<file path="config.mk">
export PLATFORM = sky130hd
export DESIGN_NAME = axil_master_cmdq
export DESIGN_NICKNAME = d
export VERILOG_FILES = /design/src/rtl/axil_master_pkg.sv /design/src/rtl/axil_watchdog.sv /design/src/rtl/axil_master_cmdq.sv
export SDC_FILE = /design/constraint.sdc
export NUM_CORES = 1
export LEC_CHECK = 0
export BUFFER_PORTS_ARGS = -buffer_cell sky130_fd_sc_hd__clkbuf_2
export CORE_MARGIN = 4
export CORE_UTILIZATION = 48
export DETAILED_ROUTE_END_ITERATION = 6
export PLACE_DENSITY = 0.82
export SYNTH_ARGS = -nofsm -noshare
export SYNTH_HDL_FRONTEND = slang
export SYNTH_SLANG_ARGS = --single-unit
</file>
<file path="constraint.sdc">
create_clock -name clk_i -period 2.3 [get_ports clk_i]
set_input_delay 0.115 -clock clk_i [delete_from_list [all_inputs] [get_ports clk_i]]
set_output_delay 0.115 -clock clk_i [all_outputs]
set_load 0.02 [all_outputs]
</file>
<file path="src/rtl/axil_master_pkg.sv">
// Shared state encodings and AXI-Lite response codes for the command-queue master.
package axil_master_pkg;

  typedef logic [2:0] state_t;

  localparam state_t IDLE    = 3'd0;
  localparam state_t WR_AW_W = 3'd1;
  localparam state_t WR_B    = 3'd2;
  localparam state_t RD_AR   = 3'd3;
  localparam state_t RD_R    = 3'd4;
  localparam state_t RSP     = 3'd5;

  localparam logic [1:0] RESP_OKAY   = 2'b00;
  localparam logic [1:0] RESP_EXOKAY = 2'b01;
  localparam logic [1:0] RESP_SLVERR = 2'b10;
  localparam logic [1:0] RESP_DECERR = 2'b11;

  localparam logic CMD_READ  = 1'b0;
  localparam logic CMD_WRITE = 1'b1;

  function automatic logic is_wait_state(input state_t s);
    return (s == WR_AW_W) || (s == WR_B) || (s == RD_AR) || (s == RD_R);
  endfunction

endpackage

</file>
<file path="src/rtl/axil_watchdog.sv">
// Per-state wait counter; flags expiry on the last allowed cycle of a wait state.
module axil_watchdog #(
  parameter int unsigned TIMEOUT_CYCLES = 256,
  parameter int unsigned TO_WIDTH       = $clog2(TIMEOUT_CYCLES + 1)
) (
  input  logic clk_i,
  input  logic rstn_i,
  input  logic clr_i,
  input  logic en_i,
  output logic expired_o
);

  if (TIMEOUT_CYCLES > 0) begin : g_wd
    logic [TO_WIDTH-1:0] cnt;
    logic                at_last;

    assign at_last = (cnt == TO_WIDTH'(TIMEOUT_CYCLES - 1));

    always_ff @(posedge clk_i or negedge rstn_i) begin
      if (!rstn_i) begin
        cnt <= '0;
      end else if (clr_i) begin
        cnt <= '0;
      end else if (en_i && !at_last) begin
        cnt <= cnt + 1'b1;
      end
    end

    assign expired_o = en_i && at_last;
  end else begin : g_off
    assign expired_o = 1'b0;
  end

endmodule

</file>
<file path="src/rtl/axil_master_cmdq.sv">
// Single-outstanding AXI-Lite master: one command in, one response out, with
// independent AW/W tracking, early-B capture and an optional per-state watchdog.
module axil_master_cmdq
  import axil_master_pkg::*;
#(
  parameter int unsigned ADDR_WIDTH     = 4,
  parameter int unsigned DATA_WIDTH     = 32,
  parameter int unsigned STRB_WIDTH     = DATA_WIDTH / 8,
  parameter int unsigned TIMEOUT_CYCLES = 256,
  parameter int unsigned TO_WIDTH       = $clog2(TIMEOUT_CYCLES + 1)
) (
  input  logic                  clk_i,
  input  logic                  rstn_i,
  input  logic                  cmd_valid_i,
  output logic                  cmd_ready_o,
  input  logic                  cmd_write_i,
  input  logic [ADDR_WIDTH-1:0] cmd_addr_i,
  input  logic [DATA_WIDTH-1:0] cmd_wdata_i,
  input  logic [STRB_WIDTH-1:0] cmd_wstrb_i,
  output logic                  rsp_valid_o,
  input  logic                  rsp_ready_i,
  output logic                  rsp_write_o,
  output logic [DATA_WIDTH-1:0] rsp_rdata_o,
  output logic [1:0]            rsp_resp_o,
  output logic                  rsp_timeout_o,
  output logic                  busy_o,
  output logic [ADDR_WIDTH-1:0] axil_awaddr,
  output logic [2:0]            axil_awprot,
  output logic                  axil_awvalid,
  input  logic                  axil_awready,
  output logic [DATA_WIDTH-1:0] axil_wdata,
  output logic [STRB_WIDTH-1:0] axil_wstrb,
  output logic                  axil_wvalid,
  input  logic                  axil_wready,
  input  logic [1:0]            axil_bresp,
  input  logic                  axil_bvalid,
  output logic                  axil_bready,
  output logic [ADDR_WIDTH-1:0] axil_araddr,
  output logic [2:0]            axil_arprot,
  output logic                  axil_arvalid,
  input  logic                  axil_arready,
  input  logic [DATA_WIDTH-1:0] axil_rdata,
  input  logic [1:0]            axil_rresp,
  input  logic                  axil_rvalid,
  output logic                  axil_rready
);

  state_t state;
  logic   aw_done, w_done, b_done;
  logic   aw_fire, w_fire, b_fire, ar_fire, r_fire;
  logic   aw_now, w_now, b_now;
  logic   leave, expired, abort, wd_clr, wd_en;

  assign axil_awprot = '0;
  assign axil_arprot = '0;
  assign cmd_ready_o = (state == IDLE);
  assign busy_o      = (state != IDLE);
  assign rsp_valid_o = (state == RSP);

  always_comb begin
    aw_fire = axil_awvalid & axil_awready;
    w_fire  = axil_wvalid & axil_wready;
    b_fire  = axil_bvalid & axil_bready;
    ar_fire = axil_arvalid & axil_arready;
    r_fire  = axil_rvalid & axil_rready;
    aw_now  = aw_done | aw_fire;
    w_now   = w_done | w_fire;
    b_now   = b_done | b_fire;
    leave   = ((state == WR_AW_W) && aw_now && w_now) ||
              ((state == WR_B) && b_fire) ||
              ((state == RD_AR) && ar_fire) ||
              ((state == RD_R) && r_fire);
    // A completing handshake in the expiry cycle takes priority over the abort.
    abort   = expired && !leave;
    wd_en   = is_wait_state(state);
    wd_clr  = ((state == IDLE) && cmd_valid_i) ||
              ((state == WR_AW_W) && aw_now && w_now && !b_now) ||
              ((state == RD_AR) && ar_fire && !r_fire);
  end

  axil_watchdog #(
    .TIMEOUT_CYCLES(TIMEOUT_CYCLES),
    .TO_WIDTH      (TO_WIDTH)
  ) u_watchdog (
    .clk_i    (clk_i),
    .rstn_i   (rstn_i),
    .clr_i    (wd_clr),
    .en_i     (wd_en),
    .expired_o(expired)
  );

  always_ff @(posedge clk_i or negedge rstn_i) begin
    if (!rstn_i) begin
      state         <= IDLE;
      aw_done       <= 1'b0;
      w_done        <= 1'b0;
      b_done        <= 1'b0;
      axil_awaddr   <= '0;
      axil_awvalid  <= 1'b0;
      axil_wdata    <= '0;
      axil_wstrb    <= '0;
      axil_wvalid   <= 1'b0;
      axil_bready   <= 1'b0;
      axil_araddr   <= '0;
      axil_arvalid  <= 1'b0;
      axil_rready   <= 1'b0;
      rsp_write_o   <= 1'b0;
      rsp_rdata_o   <= '0;
      rsp_resp_o    <= RESP_OKAY;
      rsp_timeout_o <= 1'b0;
    end else begin
      case (state)
        IDLE: begin
          if (cmd_valid_i) begin
            rsp_write_o <= cmd_write_i;
            if (cmd_write_i == CMD_WRITE) begin
              axil_awaddr  <= cmd_addr_i;
              axil_wdata   <= cmd_wdata_i;
              axil_wstrb   <= cmd_wstrb_i;
              axil_awvalid <= 1'b1;
              axil_wvalid  <= 1'b1;
              axil_bready  <= 1'b1;
              aw_done      <= 1'b0;
              w_done       <= 1'b0;
              b_done       <= 1'b0;
              state        <= WR_AW_W;
            end else begin
              axil_araddr  <= cmd_addr_i;
              axil_arvalid <= 1'b1;
              axil_rready  <= 1'b1;
              state        <= RD_AR;
            end
          end
        end
        WR_AW_W: begin
          if (aw_fire) begin
            axil_awvalid <= 1'b0;
            aw_done      <= 1'b1;
          end
          if (w_fire) begin
            axil_wvalid <= 1'b0;
            w_done      <= 1'b1;
          end
          if (b_fire) begin
            axil_bready   <= 1'b0;
            b_done        <= 1'b1;
            rsp_resp_o    <= axil_bresp;
            rsp_rdata_o   <= '0;
            rsp_timeout_o <= 1'b0;
          end
          if (aw_now && w_now) state <= b_now ? RSP : WR_B;
        end
        WR_B: begin
          if (b_fire) begin
            axil_bready   <= 1'b0;
            rsp_resp_o    <= axil_bresp;
            rsp_rdata_o   <= '0;
            rsp_timeout_o <= 1'b0;
            state         <= RSP;
          end
        end
        RD_AR: begin
          if (ar_fire) begin
            axil_arvalid <= 1'b0;
            if (r_fire) begin
              axil_rready   <= 1'b0;
              rsp_rdata_o   <= axil_rdata;
              rsp_resp_o    <= axil_rresp;
              rsp_timeout_o <= 1'b0;
              state         <= RSP;
            end else begin
              state <= RD_R;
            end
          end
        end
        RD_R: begin
          if (r_fire) begin
            axil_rready   <= 1'b0;
            rsp_rdata_o   <= axil_rdata;
            rsp_resp_o    <= axil_rresp;
            rsp_timeout_o <= 1'b0;
            state         <= RSP;
          end
        end
        RSP: begin
          if (rsp_ready_i) state <= IDLE;
        end
        default: state <= IDLE;
      endcase

      // Watchdog abort overrides whatever the wait state did this cycle.
      if (abort) begin
        axil_awvalid  <= 1'b0;
        axil_wvalid   <= 1'b0;
        axil_bready   <= 1'b0;
        axil_arvalid  <= 1'b0;
        axil_rready   <= 1'b0;
        rsp_resp_o    <= RESP_SLVERR;
        rsp_rdata_o   <= '0;
        rsp_timeout_o <= 1'b1;
        state         <= RSP;
      end
    end
  end

endmodule

</file>
==> results.sh, run 1 <==
export IMPL_drt_wl_total_mm=13.2
export IMPL_final_max_slew_viol_count=0
export IMPL_yosys_top_cells_area="dfrtp_1, nand2_1, a21oi_1"
export IMPL_grtUsageTotal_pct=24.0
export IMPL_timing_fmax_mhz=449
export IMPL_std_cell_rows=34
export IMPL_finalHoldViolCount=0
export IMPL_post_route_period_util_pct=96.8
export IMPL_synth_distinct_cells=49
export IMPL_die_x_um=104
export IMPL_grt_overflow=0
export IMPL_status="complete, no violations"
export IMPL_place_hpwl_mm=8.40
export IMPL_ys_ff_latch=100
export IMPL_postLayoutCellArea_um2=6350
export IMPL_layout_min_cycle_time_ps=2230
export IMPL_relSlewSlack_pct=26.0
export IMPL_die_h_um=104
export IMPL_max_stage_delay_ps=410
export IMPL_ff2ff_path_depth=9
export IMPL_worstMarginPinSlew_ps=1100
export IMPL_cp_cell_sequence="ha_2, and3_1, and3_1, ha_2, o21ai_1, a2111oi_4, buf_4, buf_4, a21oi_1"
export IMPL_crit_family="compound AO/OA/AOI/OAI gates"
export IMPL_synth_edf_count=0
export IMPL_end_kind="register"
export IMPL_cts_tree="built"
export IMPL_routed_via_density=5.17
export IMPL_multi_input_area_um2=1770
export IMPL_htree_levels=3
export IMPL_critPathKind="reg -> reg"
export IMPL_core_area_um2=8850
export IMPL_grt_max_degree=43
export IMPL_hold_end="rsp_rdata_o[7]"
export IMPL_syn_area_um2=4440
export IMPL_wl_per_cell_um=15.8
export IMPL_rrSetupSlack_ps=70
export IMPL_gp_congestion=0.828
export IMPL_die_area_um2=10900
export IMPL_clkLatencyLatePin_ps=350
export IMPL_syn_area_per_cell_um2=9.28
export IMPL_drtAntennaViolNets=0
export IMPL_maxCapViolCount=0
export IMPL_drtIter0Drc=205
export IMPL_arrival_ps=2460
export IMPL_setup_viol=0
export IMPL_register_area_um2=2500
export IMPL_fin_ws_ps=72.6
export IMPL_num_antenna_cells=0
export IMPL_crit_slowest_cell="dfrtp_1"
export IMPL_min_delay_start="axil_rdata[7]"
export IMPL_numCtsBuffers=9
export IMPL_synth_async_reset_ratio_pct=100
export IMPL_path_clk_slew_ps=100
export IMPL_layout_drive_gt1_share_pct=31.5
export IMPL_fillers=635
export IMPL_clock_skew_ps=9.34
export IMPL_synth_common_cells="nand2_1, dfrtp_1, a21oi_1"
export IMPL_synth_top_area_share_pct=56.3
export IMPL_yosys_cell_count_top_type="nand2_1"
export IMPL_min_path_cells=3
export IMPL_cp_startpoint="u_watchdog.g_wd.cnt[0]"
export IMPL_clock_sinks=100
export IMPL_initial_core_util_pct=50.2
export IMPL_critPathRequiredTime_ps=2540
export IMPL_peakVddDrop_mv=0.743
export IMPL_r2r_end="rsp_rdata_o[13]"
export IMPL_leakagePower_nw=3.30
export IMPL_synth_warnings=0
export IMPL_hp_class="in -> reg"
export IMPL_synth_seq_area_share_pct=56.3
export IMPL_powerDensity_nw_per_um2=1190
export IMPL_grt_pass1_wl_mm=21.6
export IMPL_cts_root_buffer="clkbuf_8"
export IMPL_drc=0
export IMPL_antenna_found_initial=0
export IMPL_grt_pass1_vias=4440
export IMPL_synth_flop_cell="dfrtp_1"
export IMPL_regToRegStartpoint="u_watchdog.g_wd.cnt[0]"
export IMPL_vias=4315
export IMPL_drt_pass1_iterations=4
export IMPL_cts_buffer_depth=2
export IMPL_syn_inst=479
export IMPL_io_pins=180
export IMPL_critPathMaxFanout=13
export IMPL_syn_to_final_growth_pct=42.9
export IMPL_yosysTopAreaCell="dfrtp_1"
export IMPL_nets=809
export IMPL_placed_area_um2=5410
export IMPL_startpoint_type="register"
export IMPL_place_port_buffers=173
export IMPL_crit_buf_inv=2
export IMPL_pre_cts_slack_ps=7.40
[through the flow]
step / power (mW) / utilization (%) / hold slack (ps) / TNS [ps] / cells
final: 7.57 / 71.7 / 9.22 / 0 / 834
after global routing: 8.08 / 71.7 / 6.48 / -410 / 834
after CTS: 7.49 / 70.9 / 5.59 / 0 / 828
after detailed placement: 6.40 / 61.2 / 145 / 0 / 743
after global placement: 6.26 / 61.2 / 141 / 0 / 743
after floorplan: 5.20 / - / -181 / 0 / 484
[cells by family after synthesis]
logic type | Yosys count | share of synthesized area [%]
AO/OA/AOI/OAI | 68 | 9.26
XOR/XNOR | 8 | 1.58
adder cells (fa/ha/maj) | 2 | 0.563
buffers and inverters | 41 | 5.07
flip-flops | 100 | 56.3
multiplexers | 7 | 1.72
other | 1 | 0.0844
AND/OR/NAND/NOR | 252 | 25.4
[tightest hold or removal path: stages]
cell	delay [ps]
clkbuf_2	80
nand3_1	60
a21oi_1	60
[timing repair]
action                                 CTS  global route
setup endpoints to repair                1            45
endpoints found under the hold margin  108             0
gates cloned                             0             2
pin swaps                                1             2
buffers inserted                         0             4
hold buffers                            69             0
resized for setup                        0            10
[where the power goes]
group	total (mW)	internal [mW]	switching [mW]
logic	3.66	1.33	2.34
registers	2.92	2.45	0.473
clock network	0.990	0.399	0.591
total	7.57	4.17	3.40
[flip-flops by register name, summed over array words and instances, names as in the netlist, 2 cells and up]
signal	cells
axil_araddr	4
axil_wstrb	4
axil_wdata	32
rsp_resp_o	2
state	3
rsp_rdata_o	32
u_watchdog.g_wd.cnt	9
axil_awaddr	4
[cells in the final DEF, fill, tap and decap left out, types with 3 or more instances in the layout]
cell           netlist  routed
inv_1                3       3
buf_12               0       3
mux2_2               5       5
dfrtp_1            100      99
buf_4                9      16
nor3_1               6       6
a31oi_1              4       4
a21oi_1             44      44
clkbuf_8             0       9
nand3_1             38      38
nor2_1              17      17
and3_1               5       5
xor2_1               5       5
dlygate4sd3_1        0      69
conb_1               1       6
nand2_1            162     162
o21ai_0              5       4
clkbuf_2             1     172
xnor2_1              3       3
a211oi_1             3       3
[cell type report]
cell class | instances | area share, %
Timing Repair Buffer | 262 | 27.6
Multi-Input combinational cell | 344 | 27.9
Clock buffer | 11 | 2.07
Clock inverter | 5 | 0.591
Sequential cell | 100 | 39.4
Tap cell | 108 | 2.13
Inverter | 4 | 0.237
[per-layer routing]
layer / GRT usage (%) / up-vias / part of all wire [%]
met5: 0 / - / 0
met4: 5.13 / 0 / 1.3
met3: 8.13 / 18 / 8.7
met2: 41.4 / 189 / 50
met1: 29.2 / 2045 / 40
li1: - / 2063 / -
[worst max path at each step]
stage | end | slack (ps) | cells after the start
floorplan | u_watchdog.g_wd.cnt[4] | 320 | 8
global placement | rsp_resp_o[1] | 120 | 8
detailed placement | rsp_rdata_o[29] | 7 | 5
CTS | rsp_rdata_o[29] | 20 | 5
global route | state[0] | -30 | 9
finish | rsp_rdata_o[13] | 70 | 9
Power figures use the tool's default switching activity.
==> inputs of run 2 (changes only) <==
CORE_UTILIZATION = 50   (was 48)
PLACE_DENSITY = 0.83   (was 0.82)
SYNTH_HIERARCHICAL = 1   (was not set)
==> run 2 against run 1 <==
Effect of this change:
- final cell count decreased by 7.6%
- fmax increased by 2.8%
- non-clock buffer count decreased by 20
- critical path depth decreased by 1
- sequential power increased by 5%
- clock skew increased by 2.2 ps
- clock-buffer cell count decreased by 1
==> results.sh, run 2 <==
export IMPL_leakagePower_nw=3.19
export IMPL_min_delay_start="axil_rdata[16]"
export IMPL_regToRegStartpoint="state[0]"
export IMPL_layout_min_cycle_time_ps=2170
export IMPL_clock_skew_ps=11.5
export IMPL_place_port_buffers=173
export IMPL_synth_async_reset_ratio_pct=100
export IMPL_drc=0
export IMPL_initial_core_util_pct=52.0
export IMPL_die_area_um2=11400
export IMPL_die_x_um=107
export IMPL_cts_tree="built"
export IMPL_tns_ps=0
export IMPL_cp_startpoint="state[0]"
export IMPL_vias=4395
export IMPL_synth_seq_area_share_pct=51.3
export IMPL_yosys_area_share_simple_pct=9.22
export IMPL_post_route_period_util_pct=94.2
export IMPL_grtUsageTotal_pct=24.5
export IMPL_relSlewSlack_pct=49.6
export IMPL_synth_top_area_share_pct=51.3
export IMPL_max_stage_delay_ps=440
export IMPL_finalHoldViolCount=0
export IMPL_final_common_cell="clkbuf_2"
export IMPL_arrival_ps=2410
export IMPL_synth_warnings=6
export IMPL_synth_xor_area_share_pct=0.539
export IMPL_min_path_cells=3
export IMPL_final_cells=771
export IMPL_layout_drive_gt1_share_pct=42.1
export IMPL_grt_pass1_vias=4411
export IMPL_final_max_slew_viol_count=0
export IMPL_maxCapViolCount=0
export IMPL_synth_distinct_cells=61
export IMPL_ff2ff_path_depth=8
export IMPL_top_regs="axil_wdata: 32 flops, rsp_rdata_o: 32 flops, u_watchdog/g_wd.cnt: 9 flops"
export IMPL_muxShareOfSynthArea_pct=12.6
export IMPL_cts_buffer_depth=2
export IMPL_setup_viol=0
export IMPL_critPathMaxFanout=14
export IMPL_clock_sinks=100
export IMPL_place_hpwl_mm=9.26
export IMPL_syn_area_um2=4870
export IMPL_grt_max_degree=101
export IMPL_syn_inst=422
export IMPL_synth_fa_ha_area_share_pct=0.513
export IMPL_cts_setup_buffers=0
export IMPL_ys_ff_latch=100
export IMPL_routed_via_density=5.70
export IMPL_drtAntennaViolNets=0
export IMPL_synth_common_cells="dfrtp_1, a21oi_1, o211ai_1, o311ai_0"
export IMPL_layout_common_cells="clkbuf_2, dfrtp_1, dlygate4sd3_1"
export IMPL_yosys_top_cells_area="dfrtp_1, mux2_4, o311ai_0"
export IMPL_drt_wl_total_mm=14.2
export IMPL_cp_cell_sequence="buf_4, or3_4, and2_2, and2_1, o21ai_1, nor4_4, buf_4, a221o_1"
export IMPL_pre_cts_slack_ps=80.8
export IMPL_timing_fmax_mhz=461
export IMPL_syn_area_per_cell_um2=11.5
export IMPL_crit_slowest_cell="dfrtp_1"
export IMPL_htree_levels=3
export IMPL_drtIter0Drc=218
export IMPL_rrSetupSlack_ps=130
export IMPL_path_clk_slew_ps=100
export IMPL_end_kind="register"
export IMPL_peakVddDrop_mv=0.821
export IMPL_powerDensity_nw_per_um2=1290
export IMPL_syn_to_final_growth_pct=35.1
export IMPL_worstMarginPinSlew_ps=754
export IMPL_critPathKind="reg -> reg"
export IMPL_critPathRequiredTime_ps=2550
export IMPL_fin_ws_ps=132
export IMPL_status="complete, no violations"
export IMPL_grt_pass1_wl_mm=22.6
export IMPL_clkLatencyLatePin_ps=360
export IMPL_synth_compound_area_share_pct=19.9
export IMPL_synth_top_family_by_area="compound AO/OA/AOI/OAI gates"
export IMPL_antenna_found_initial=0
export IMPL_yosys_cell_count_top_type="dfrtp_1"
export IMPL_yosysTopAreaCell="dfrtp_1"
export IMPL_std_cell_rows=35
export IMPL_cpMostUsedCell="buf_4"
export IMPL_synth_edf_count=0
export IMPL_hold_end="rsp_rdata_o[16]"
export IMPL_gp_congestion=0.832
export IMPL_die_h_um=107
export IMPL_startpoint_type="register"
export IMPL_io_pins=180
export IMPL_cts_root_buffer="clkbuf_8"
export IMPL_grt_setup_unrepaired="no"
export IMPL_num_antenna_cells=0
export IMPL_core_area_um2=9370
export IMPL_place_inst=705
export IMPL_drt_pass1_iterations=4
export IMPL_wl_per_cell_um=18.5
export IMPL_nets=725
export IMPL_numCtsBuffers=9
export IMPL_grt_overflow=0
export IMPL_r2r_end="state[0]"
export IMPL_hp_class="in -> reg"
export IMPL_synth_flop_cell="dfrtp_1"
## run 2: cell count changes in the layout (fill, tap and decap cells not counted), sizes merged, moves of 5 or more
cell         previous run  this run
and2                    1         7
dlygate4sd3            69        49
inv                     4        12
mux2                    5        46
nand2                 162        13
nand3                  38         6
o211ai                  1        33
o21ai                   6        11
o311ai                  0        33
## run 2: timing repair
action / CTS / global route
endpoints found under the setup margin: 0 / 36
endpoints found under the hold margin: 151 / 1
resized for setup: 0 / 5
hold buffers: 48 / 1
## run 2: kinds of logic (layout without fill, tap and decap cells)
logic type,Yosys count,in the layout
other,1,6
AND/OR/NAND/NOR,75,76
flip-flops,100,100
buffers and inverters,54,268
XOR/XNOR,3,3
AO/OA/AOI/OAI,140,140
multiplexers,47,47
adder cells (fa/ha/maj),2,2
## run 2: how the worst max path moves through the flow
stage	to	slack [ps]	depth (start not counted)
2_1_floorplan	state[0]	300	8
3_3_place_gp	state[2]	150	7
3_5_place_dp	rsp_rdata_o[0]	80	5
4_1_cts	rsp_rdata_o[0]	80	5
5_1_grt	state[0]	10	8
6_report	state[0]	130	8
## run 2: per-stage QoR
stage                     hold WS, ps  utilization (%)  instance area [um^2]  total power [mW]
final                            6.50             70.3                  6580              8.51
after global routing             7.37             70.3                  6580              9.03
after CTS                    0.000416             69.8                  6550              8.43
after detailed placement          217             62.6                  5870              7.25
after global placement            214             62.6                  5870              7.10
after floorplan                  -181                -                  4890              5.83
## run 2: cell type report
type	instances	area, um^2
clock buffer	10	138
inverter	10	38.8
multi-input combinational	274	2150
sequential	100	2500
fill	677	2790
tap	129	161
clock inverter	6	56.3
timing repair buffer	242	1540
## run 2: critical path, delay by kind of cell (launching register included)
family                 cells  cell delay [ps]
buffers and inverters      2              390
AOI/OAI and AO/OA          2              420
and+or+nand+nor            4              820
DFF                        1              440
## run 2: report_power, final
group / switching [mW] / total [mW] / internal (mW)
Sequential: 0.532 / 3.08 / 2.55
Clock: 0.661 / 1.11 / 0.447
Combinational: 2.57 / 4.32 / 1.75
## run 2: routing by layer
metal / vias to the layer above / track usage (%) / wire (um)
met1: 2121 / 32.2 / 5800
met4: 0 / 5.57 / 249
met5: - / 0 / 0
li1: 2005 / - / -
met3: 27 / 7.04 / 1350
met2: 242 / 40.2 / 6850
==> inputs of run 3 (changes only) <==
CORE_UTILIZATION = 35   (was 50)
PLACE_DENSITY = 0.62   (was 0.83)
==> run 3 against run 2 <==
Effect of this change:
- clock skew decreased by 3.4 ps
- cell area grew 0.93%
- combinational power down 2%
- highest routed layer unchanged
==> results.sh, run 3 (synthesis results as in run 2) <==
export IMPL_crit_slowest_cell="dfrtp_1"
export IMPL_finalHoldViolCount=0
export IMPL_leakagePower_nw=3.18
export IMPL_syn_to_final_growth_pct=36.4
export IMPL_worstMarginPinSlew_ps=737
export IMPL_die_h_um=126
export IMPL_end_kind="register"
export IMPL_cts_setup_buffers=0
export IMPL_crit_family="simple AND/OR/NAND/NOR gates"
export IMPL_clock_skew_ps=8.08
export IMPL_die_x_um=126
export IMPL_pre_cts_slack_ps=203
export IMPL_antenna_found_initial=0
export IMPL_min_delay_start="cmd_addr_i[0]"
export IMPL_tns_ps=0
export IMPL_routed_via_density=5.38
export IMPL_cts_root_buffer="clkbuf_16"
export IMPL_arrival_ps=2300
export IMPL_status="complete, no violations"
export IMPL_place_hpwl_mm=9.56
export IMPL_gp_congestion=0.864
export IMPL_crit_buf_inv=1
export IMPL_critPathMaxFanout=36
export IMPL_nets=713
export IMPL_startpoint_type="register"
export IMPL_core_area_um2=13500
export IMPL_drc=0
export IMPL_layout_drive_gt1_share_pct=42.4
export IMPL_grt_setup_unrepaired="no"
export IMPL_timing_fmax_mhz=482
export IMPL_fin_ws_ps=227
export IMPL_cts_buffer_depth=2
export IMPL_cp_cell_sequence="or3_4, and2_1, and2_1, o21ai_1, nor4_4, buf_12, a221oi_1"
export IMPL_cts_tree="built"
export IMPL_io_pins=180
export IMPL_drt_wl_total_mm=14.0
export IMPL_critPathKind="reg -> reg"
export IMPL_hp_class="in -> reg"
export IMPL_initial_core_util_pct=36.2
export IMPL_final_common_cell="clkbuf_2"
export IMPL_std_cell_rows=42
export IMPL_vias=4338
export IMPL_relSlewSlack_pct=50.6
export IMPL_drtAntennaViolNets=0
export IMPL_peakVddDrop_mv=0.755
export IMPL_grt_pass1_wl_mm=23.2
export IMPL_post_route_period_util_pct=90.1
export IMPL_drtIter0Drc=243
export IMPL_wl_per_cell_um=17.3
export IMPL_max_stage_delay_ps=470
export IMPL_grt_overflow=0
export IMPL_cts_hold_fix_buffers=38
export IMPL_cp_startpoint="state[2]"
export IMPL_maxCapViolCount=0
export IMPL_grt_max_degree=48
export IMPL_cpMostUsedCell="and2_1"
export IMPL_num_antenna_cells=0
export IMPL_final_max_slew_viol_count=0
export IMPL_timing_hold_ws_ps=13.7
export IMPL_layout_min_cycle_time_ps=2070
export IMPL_setup_viol=0
export IMPL_layout_common_cells="clkbuf_2, dfrtp_1, a21oi_1"
export IMPL_path_clk_slew_ps=70
export IMPL_drt_pass1_iterations=5
export IMPL_cts_resized=0
export IMPL_die_area_um2=15900
export IMPL_htree_levels=3
export IMPL_regToRegStartpoint="state[2]"
export IMPL_numCtsBuffers=9
export IMPL_critPathRequiredTime_ps=2530
export IMPL_place_port_buffers=173
export IMPL_grt_pass1_vias=4498
export IMPL_clkLatencyLatePin_ps=350
export IMPL_clock_sinks=100
export IMPL_powerDensity_nw_per_um2=1330
export IMPL_top_regs="axil_wdata: 32 flops, rsp_rdata_o: 32 flops, u_watchdog/g_wd.cnt: 9 flops"
export IMPL_grtUsageTotal_pct=17.8
[run 3: changes by cell type in the layout (fill, tap and decap cells not counted), moves of 2 or more]
cell / delta
clkbuf_8: -8
buf_4: -3
clkinv_4: -2
clkinvlp_4: +2
buf_12: +3
dlygate4sd3_1: -10
clkbuf_16: +9
[run 3: cell type report]
type / instances / area [um^2]
Clock inverter: 5 / 42.5
Tap cell: 176 / 220
Timing Repair Buffer: 231 / 1460
Sequential cell: 100 / 2500
Fill cell: 1222 / 6810
Multi-Input combinational cell: 273 / 2120
Inverter: 10 / 38.8
Clock buffer: 11 / 253
[run 3: power by group]
group          switching [mW]  total [mW]  internal [mW]  leakage [nW]
clock                   0.695        1.50          0.805         0.136
combinational            2.49        4.23           1.74          1.78
sequential              0.545        3.10           2.55          1.27
[run 3: stage by stage]
stage	util (%)	area, um^2	power (mW)	std cells
3_3_place_gp	44.3	5960	7.20	751
4_1_cts	49.3	6640	8.89	805
3_5_place_dp	44.3	5960	7.30	751
5_1_grt	49.4	6650	9.44	806
6_report	49.4	6650	8.83	806
2_1_floorplan	-	4890	5.83	427
[run 3: worst paths after layout]
| check | to | slack, ps | depth (start not counted) |
|---|---|---|---|
| hold reg to reg | rsp_write_o | 480 | 2 |
| hold / removal | axil_awaddr[0] | 10 | 2 |
| setup reg to reg | state[1] | 230 | 7 |
| min in group asynchronous | rsp_rdata_o[10] | 230 | 2 |
| setup / recovery | state[1] | 230 | 7 |
| max in group asynchronous | rsp_rdata_o[5] | 1290 | 3 |
[run 3: metal layers]
metal | track usage (%) | part of all wire (%)
met1 | 22.9 | 42
met2 | 28.5 | 46
met3 | 5.93 | 10
met4 | 5.87 | 1.9
met5 | 0 | 0
